## src/rtl/cbus_arbiter_if.sv

```systemverilog
// cbus_arbiter_if: cbus payload types and the arbiter's request/response bundle
// slave is the arbiter's view, master is the view of the pipeline/MMU side that drives it
package common;
    typedef enum logic [2:0] {MLEN1, MLEN2, MLEN4, MLEN8, MLEN16} mlen_t;
    typedef struct packed {
        logic        valid;
        logic        is_write;
        logic [2:0]  size;
        mlen_t       len;
        logic [63:0] addr;
        logic [63:0] data;
    } cbus_req_t;
    typedef struct packed {
        logic        ready;
        logic        last;
        logic [63:0] data;
    } cbus_resp_t;
endpackage

interface cbus_arbiter_if;
    common::cbus_req_t  ireq;
    common::cbus_resp_t iresp;
    common::cbus_req_t  dreq;
    common::cbus_resp_t dresp;
    common::cbus_req_t  oreq;
    common::cbus_resp_t oresp;
    logic [1:0]         owner;
    logic               busy;
    modport slave (
        input  ireq, dreq, oresp,
        output iresp, dresp, oreq, owner, busy
    );
    modport master (
        output ireq, dreq, oresp,
        input  iresp, dresp, oreq, owner, busy
    );
endinterface

```

## src/rtl/cbus_arbiter.sv

```systemverilog
// cbus_arbiter: 2:1 fetch/data arbiter in front of the MMU cbus port, grant held until ready&&last
// CBUS_ARB_RR_EN selects round-robin tie-break; undefined means data always wins a tie
module cbus_arbiter (
    input  logic           clk,
    input  logic           rst_n,
    cbus_arbiter_if.slave  bus
);
    typedef enum logic [1:0] {IDLE, GRANT_I, GRANT_D, GAP} state_t;
    state_t state;
    logic   last_d;
    logic   pick_d;
    logic   done;
    assign done = bus.oresp.ready && bus.oresp.last;
`ifdef CBUS_ARB_RR_EN
    assign pick_d = ~last_d;
`else
    // last_served is still tracked, but a tie always goes to data
    assign pick_d = ~last_d | 1'b1;
`endif
    always_ff @(posedge clk or negedge rst_n) begin
        if (!rst_n) begin
            state  <= IDLE;
            last_d <= 1'b0;
        end else begin
            case (state)
                IDLE:
                    if (bus.ireq.valid && bus.dreq.valid) state <= pick_d ? GRANT_D : GRANT_I;
                    else if (bus.dreq.valid)              state <= GRANT_D;
                    else if (bus.ireq.valid)              state <= GRANT_I;
                GRANT_I:
                    if (done) begin
                        state  <= GAP;
                        last_d <= 1'b0;
                    end
                GRANT_D:
                    if (done) begin
                        state  <= GAP;
                        last_d <= 1'b1;
                    end
                GAP:
                    state <= IDLE;
            endcase
        end
    end
    assign bus.oreq  = state == GRANT_I ? bus.ireq : state == GRANT_D ? bus.dreq : '0;
    assign bus.iresp = state == GRANT_I ? bus.oresp : '0;
    assign bus.dresp = state == GRANT_D ? bus.oresp : '0;
    assign bus.owner = {state == GRANT_D, state == GRANT_I};
    assign bus.busy  = state != IDLE;
endmodule

```

## src/flat_wrapper.sv

```systemverilog
// flat-port wrapper written by rule: the top's interface ports become plain ports
module cbus_arbiter_flat 
  (clk, rst_n, bus_ireq, bus_dreq, bus_oresp, bus_iresp, bus_dresp, bus_oreq, bus_owner, bus_busy);
  cbus_arbiter_if bus_i ();
  input  logic clk;
  input  logic rst_n;
  input wire logic [$bits(bus_i.ireq)-1:0] bus_ireq;
  input wire logic [$bits(bus_i.dreq)-1:0] bus_dreq;
  input wire logic [$bits(bus_i.oresp)-1:0] bus_oresp;
  output wire logic [$bits(bus_i.iresp)-1:0] bus_iresp;
  output wire logic [$bits(bus_i.dresp)-1:0] bus_dresp;
  output wire logic [$bits(bus_i.oreq)-1:0] bus_oreq;
  output wire logic [$bits(bus_i.owner)-1:0] bus_owner;
  output wire logic [$bits(bus_i.busy)-1:0] bus_busy;
  assign bus_i.ireq = bus_ireq;
  assign bus_i.dreq = bus_dreq;
  assign bus_i.oresp = bus_oresp;
  assign bus_iresp = bus_i.iresp;
  assign bus_dresp = bus_i.dresp;
  assign bus_oreq = bus_i.oreq;
  assign bus_owner = bus_i.owner;
  assign bus_busy = bus_i.busy;
  cbus_arbiter u_core (.clk(clk), .rst_n(rst_n), .bus(bus_i));
endmodule
```

## config.mk

```make
export PLATFORM = sky130hd
export DESIGN_NAME = cbus_arbiter_flat
export DESIGN_NICKNAME = d
export VERILOG_FILES = /design/src/rtl/cbus_arbiter_if.sv /design/src/rtl/cbus_arbiter.sv /design/src/flat_wrapper.sv
export SDC_FILE = /design/constraint.sdc
export NUM_CORES = 1
export LEC_CHECK = 0
export CAP_MARGIN = 20
export CELL_PAD_IN_SITES_DETAIL_PLACEMENT = 1
export CELL_PAD_IN_SITES_GLOBAL_PLACEMENT = 1
export CORE_AREA = 5 5 233 235
export DETAILED_ROUTE_END_ITERATION = 8
export DIE_AREA = 0 0 238 240
export PLACE_DENSITY_LB_ADDON = 0.1
export SLEW_MARGIN = 20
export SYNTH_ARGS = -nofsm -noshare
export SYNTH_HDL_FRONTEND = slang
export SYNTH_SLANG_ARGS = --single-unit
```

## constraint.sdc

```tcl
create_clock -name clk -period 1.4 [get_ports clk]
set_input_delay 0.28 -clock clk [delete_from_list [all_inputs] [get_ports clk]]
set_output_delay 0.28 -clock clk [all_outputs]
set_load 0.01 [all_outputs]
```

==> results.md <==
- Clock sink count: 2
- VDD IR-drop max: 0.618 mV
- WP buf/inv: 5
- Total power: 21.9 mW
- MaxCap Viol Count: 0
- Gate Count Post-Synth: 617
- Crit Reg-Reg Endpoint: u_core.state[1]
- FMAX: 497 MHz
- Congestion Overflow GR: 0
- CTS tree: built
- Worst endpoint data arrival time: between 1.5 and 2 ns
- WL/cell: 19.5 um
- Syn Std Cell Area: 0.00300 sq mm
- Worst Skew: 0.00183 ns
- Commonest non-fill, non-tap cell in the layout: clkdlybuf4s50_1
- Comb pwr share: 97.4%
- Length in cells of the worst reg-to-reg path: 7
- Max reg flops: 2
- Worst-Skew Late Latency: 0.22 ns
- Slew margin rel.: 85.7%
- Max stage delay on crit path: 0.43 ns
- CP cell instances: inv_2, ha_4, buf_12, buf_8, clkbuf_16, nand2_4, o21ai_4, buf_6
- Pin count of the biggest net entering global routing: 28
- Register share of total power: less than 1%
- Detailed Route Iter0 Violations: 91
- Pwr dens: around 1900 mW/mm^2
- Placement Setup Slack: -0.773 ns
- Die ar.: 0.0571 sq mm
- Pleak: 5.20 nW
- Placed insts: approximately 1,900
- Fillers: 6,262
- Failing checks: negative setup slack
- Reg2Reg Launch Point: u_core.state[0]
- Yosys warns: 0
- DRC: 0
- Worst setup EP type: primary output
- Sw Pwr: 10.2 mW
- Vias: between 6,000 and 7,000
- Worst Tran Pin Value: 0.214 ns
- Post-synthesis net count: 960
- Global-route wire length before repair: 50.1 mm
- Final Max Slew Viols: 0
- Most flop-heavy register: u_core.state
- Sw Ratio: 46.5%
- Final core occ: 22.6%
- Pint: 11.7 mW
- Die X: 238 um
- First-pass DRT Iterations: 4
- DP HPWL: 30.4 mm
- Area of the core: around 0.052 sq mm
- CP top delay family: buffers and inverters
- Antenna violations before repair: 4
- Clock power frac: 2.0%
- Synth top area share: 34.0%
- Crit path max-delay cell type: dfrtp_2
- Period utilisation layout: 144%
- CTS Root Cell: clkbuf_16
- Register area share after synthesis: 1.67%
- Commonest cells after routing, fill and taps aside: clkdlybuf4s50_1 (339), nand2_1 (194), buf_6 (119)
- TritonCTS buffer count: 3
- Hold buffers post-CTS: 0
- CTS Buffer Depth: 2
- Top cells by area, synth: nand2_1 (34%), and2_1 (28%), o21ai_0 (17%), o21ai_1 (5.7%), buf_2 (5.5%)
- Vias in the first global route: 7,325
- Library cells used by synthesis: 17
- Largest regs: u_core.state: 2 flops
- Final wirelength: 38.5 mm
- Area leader, netlist: nand2_1
- RSZ-0062 raised after global routing: yes
- Gpl congestion: 0.792
- Via-to-Cell Ratio: between 3 and 4
- CP startpoint kind: flip-flop
- # IOs: 611
- Worst setup margin: -0.610 ns
- Crit Path Category: flip-flop to primary output
- Non-filler instance count after layout: 1,976
- Average size of a mapped cell: ~4.9 sq um
- Row count: between 80 and 90
- Hold Crit Class: input pin to async pin
- Post-layout min period: roughly 2.0 ns
- Count of input and output buffers: 610
- CTS clk-pin slew, worst paths: 0.03 ns
- Area growth syn-to-layout: 291%
- Nets: around 1,600
- Starting density of the core: 5.77%
- Fin. Hold Viols: 0
- H-tree depth: 1
- Synthesized flop and latch total: 2
- Worst Path Max Fanout: 7
- Status: complete, but fails checks
- WP data required: 1.12 ns
- Reg-to-reg slack, setup: -0.22 ns
- DIE HEIGHT: 240 um
- Final setup TNS: -136.18 ns
- GR Util All Layers: 11.6%
- Final setup viols: about 270
- Number of routed nets with antenna violations: 0
- Layout cell share with drive strength beyond 1: 47.6%
-- power groups by stage --
| stage | clock (mW) | sequential, mW | combinational (mW) |
|---|---|---|---|
| after floorplan | 0 | 0.129 | 7.34 |
| after global placement | 0 | 0.136 | 17.7 |
| after detailed placement | 0 | 0.136 | 17.5 |
| after CTS | 0.455 | 0.136 | 18.8 |
| after global routing | 0.458 | 0.138 | 23.0 |
| final | 0.442 | 0.134 | 21.3 |
-- cells in the mapped netlist --
cell      instances
a21bo_2           1
nand2_1         272
o21ai_0         102
dfrtp_1           2
o21ai_1          34
a21oi_1           4
clkbuf_1          8
ha_1              3
buf_2            33
inv_1             3
clkbuf_2          6
nand3b_1          1
buf_4            12
and2_1          132
nand2b_1          1
nor2b_1           1
nand3_1           2
-- stage by stage --
step | hold WS, ns | cell area, sq um
after floorplan | -0.0156 | 3380
after global placement | 0.455 | 10600
after detailed placement | 0.454 | 10600
after CTS | 0.215 | 11100
after global routing | 0.225 | 11700
final | 0.218 | 11700
-- cell families after synthesis --
family          count (synthesis)  share of synthesized area, %
buf+inv                        62                          10.9
simple gates                  409                          62.5
compound gates                141                          23.7
fa+ha+maj                       3                          1.25
flops                           2                          1.67
-- final cells by class --
class                      instances  area (sq um)  area share (%)
timing repair buffer             726          7330            62.5
clock buffer                       3          75.1           0.639
tap                              688           861            7.33
sequential                         2          51.3           0.437
antenna                            1          2.50          0.0213
multi-input combinational        553          3410            29.0
inverter                           3          11.3          0.0959
-- worst max path at each step --
| stage | start | to | slack (ns) | cells past startpoint |
|---|---|---|---|---|
| after floorplan | u_core.state[0] | bus_oreq[42] | -0.15 | 6 |
| after detailed placement | u_core.state[1] | bus_oreq[14] | -0.77 | 7 |
| after CTS | u_core.state[1] | bus_oreq[50] | -0.93 | 7 |
| final | u_core.state[0] | bus_oreq[2] | -0.61 | 8 |
| after global placement | u_core.state[1] | bus_oreq[14] | -0.78 | 7 |
| after global routing | u_core.state[0] | bus_oreq[100] | -0.70 | 8 |
-- routing by layer --
| metal | wire length, um | track usage (%) |
|---|---|---|
| met5 | 13 | 0 |
| met4 | 381 | 1.29 |
| met3 | 3880 | 4.84 |
| met2 | 20800 | 23.1 |
| met1 | 13400 | 11.5 |
-- repair_timing --
action                                  CTS  global route
setup buffers                            17            33
pin swaps                                 5            57
endpoints found under the hold margin     0             0
gates resized for setup                 451           909
gates cloned                             10            19
endpoints found under the setup margin  273           273
(Power assumes the default switching activity.)
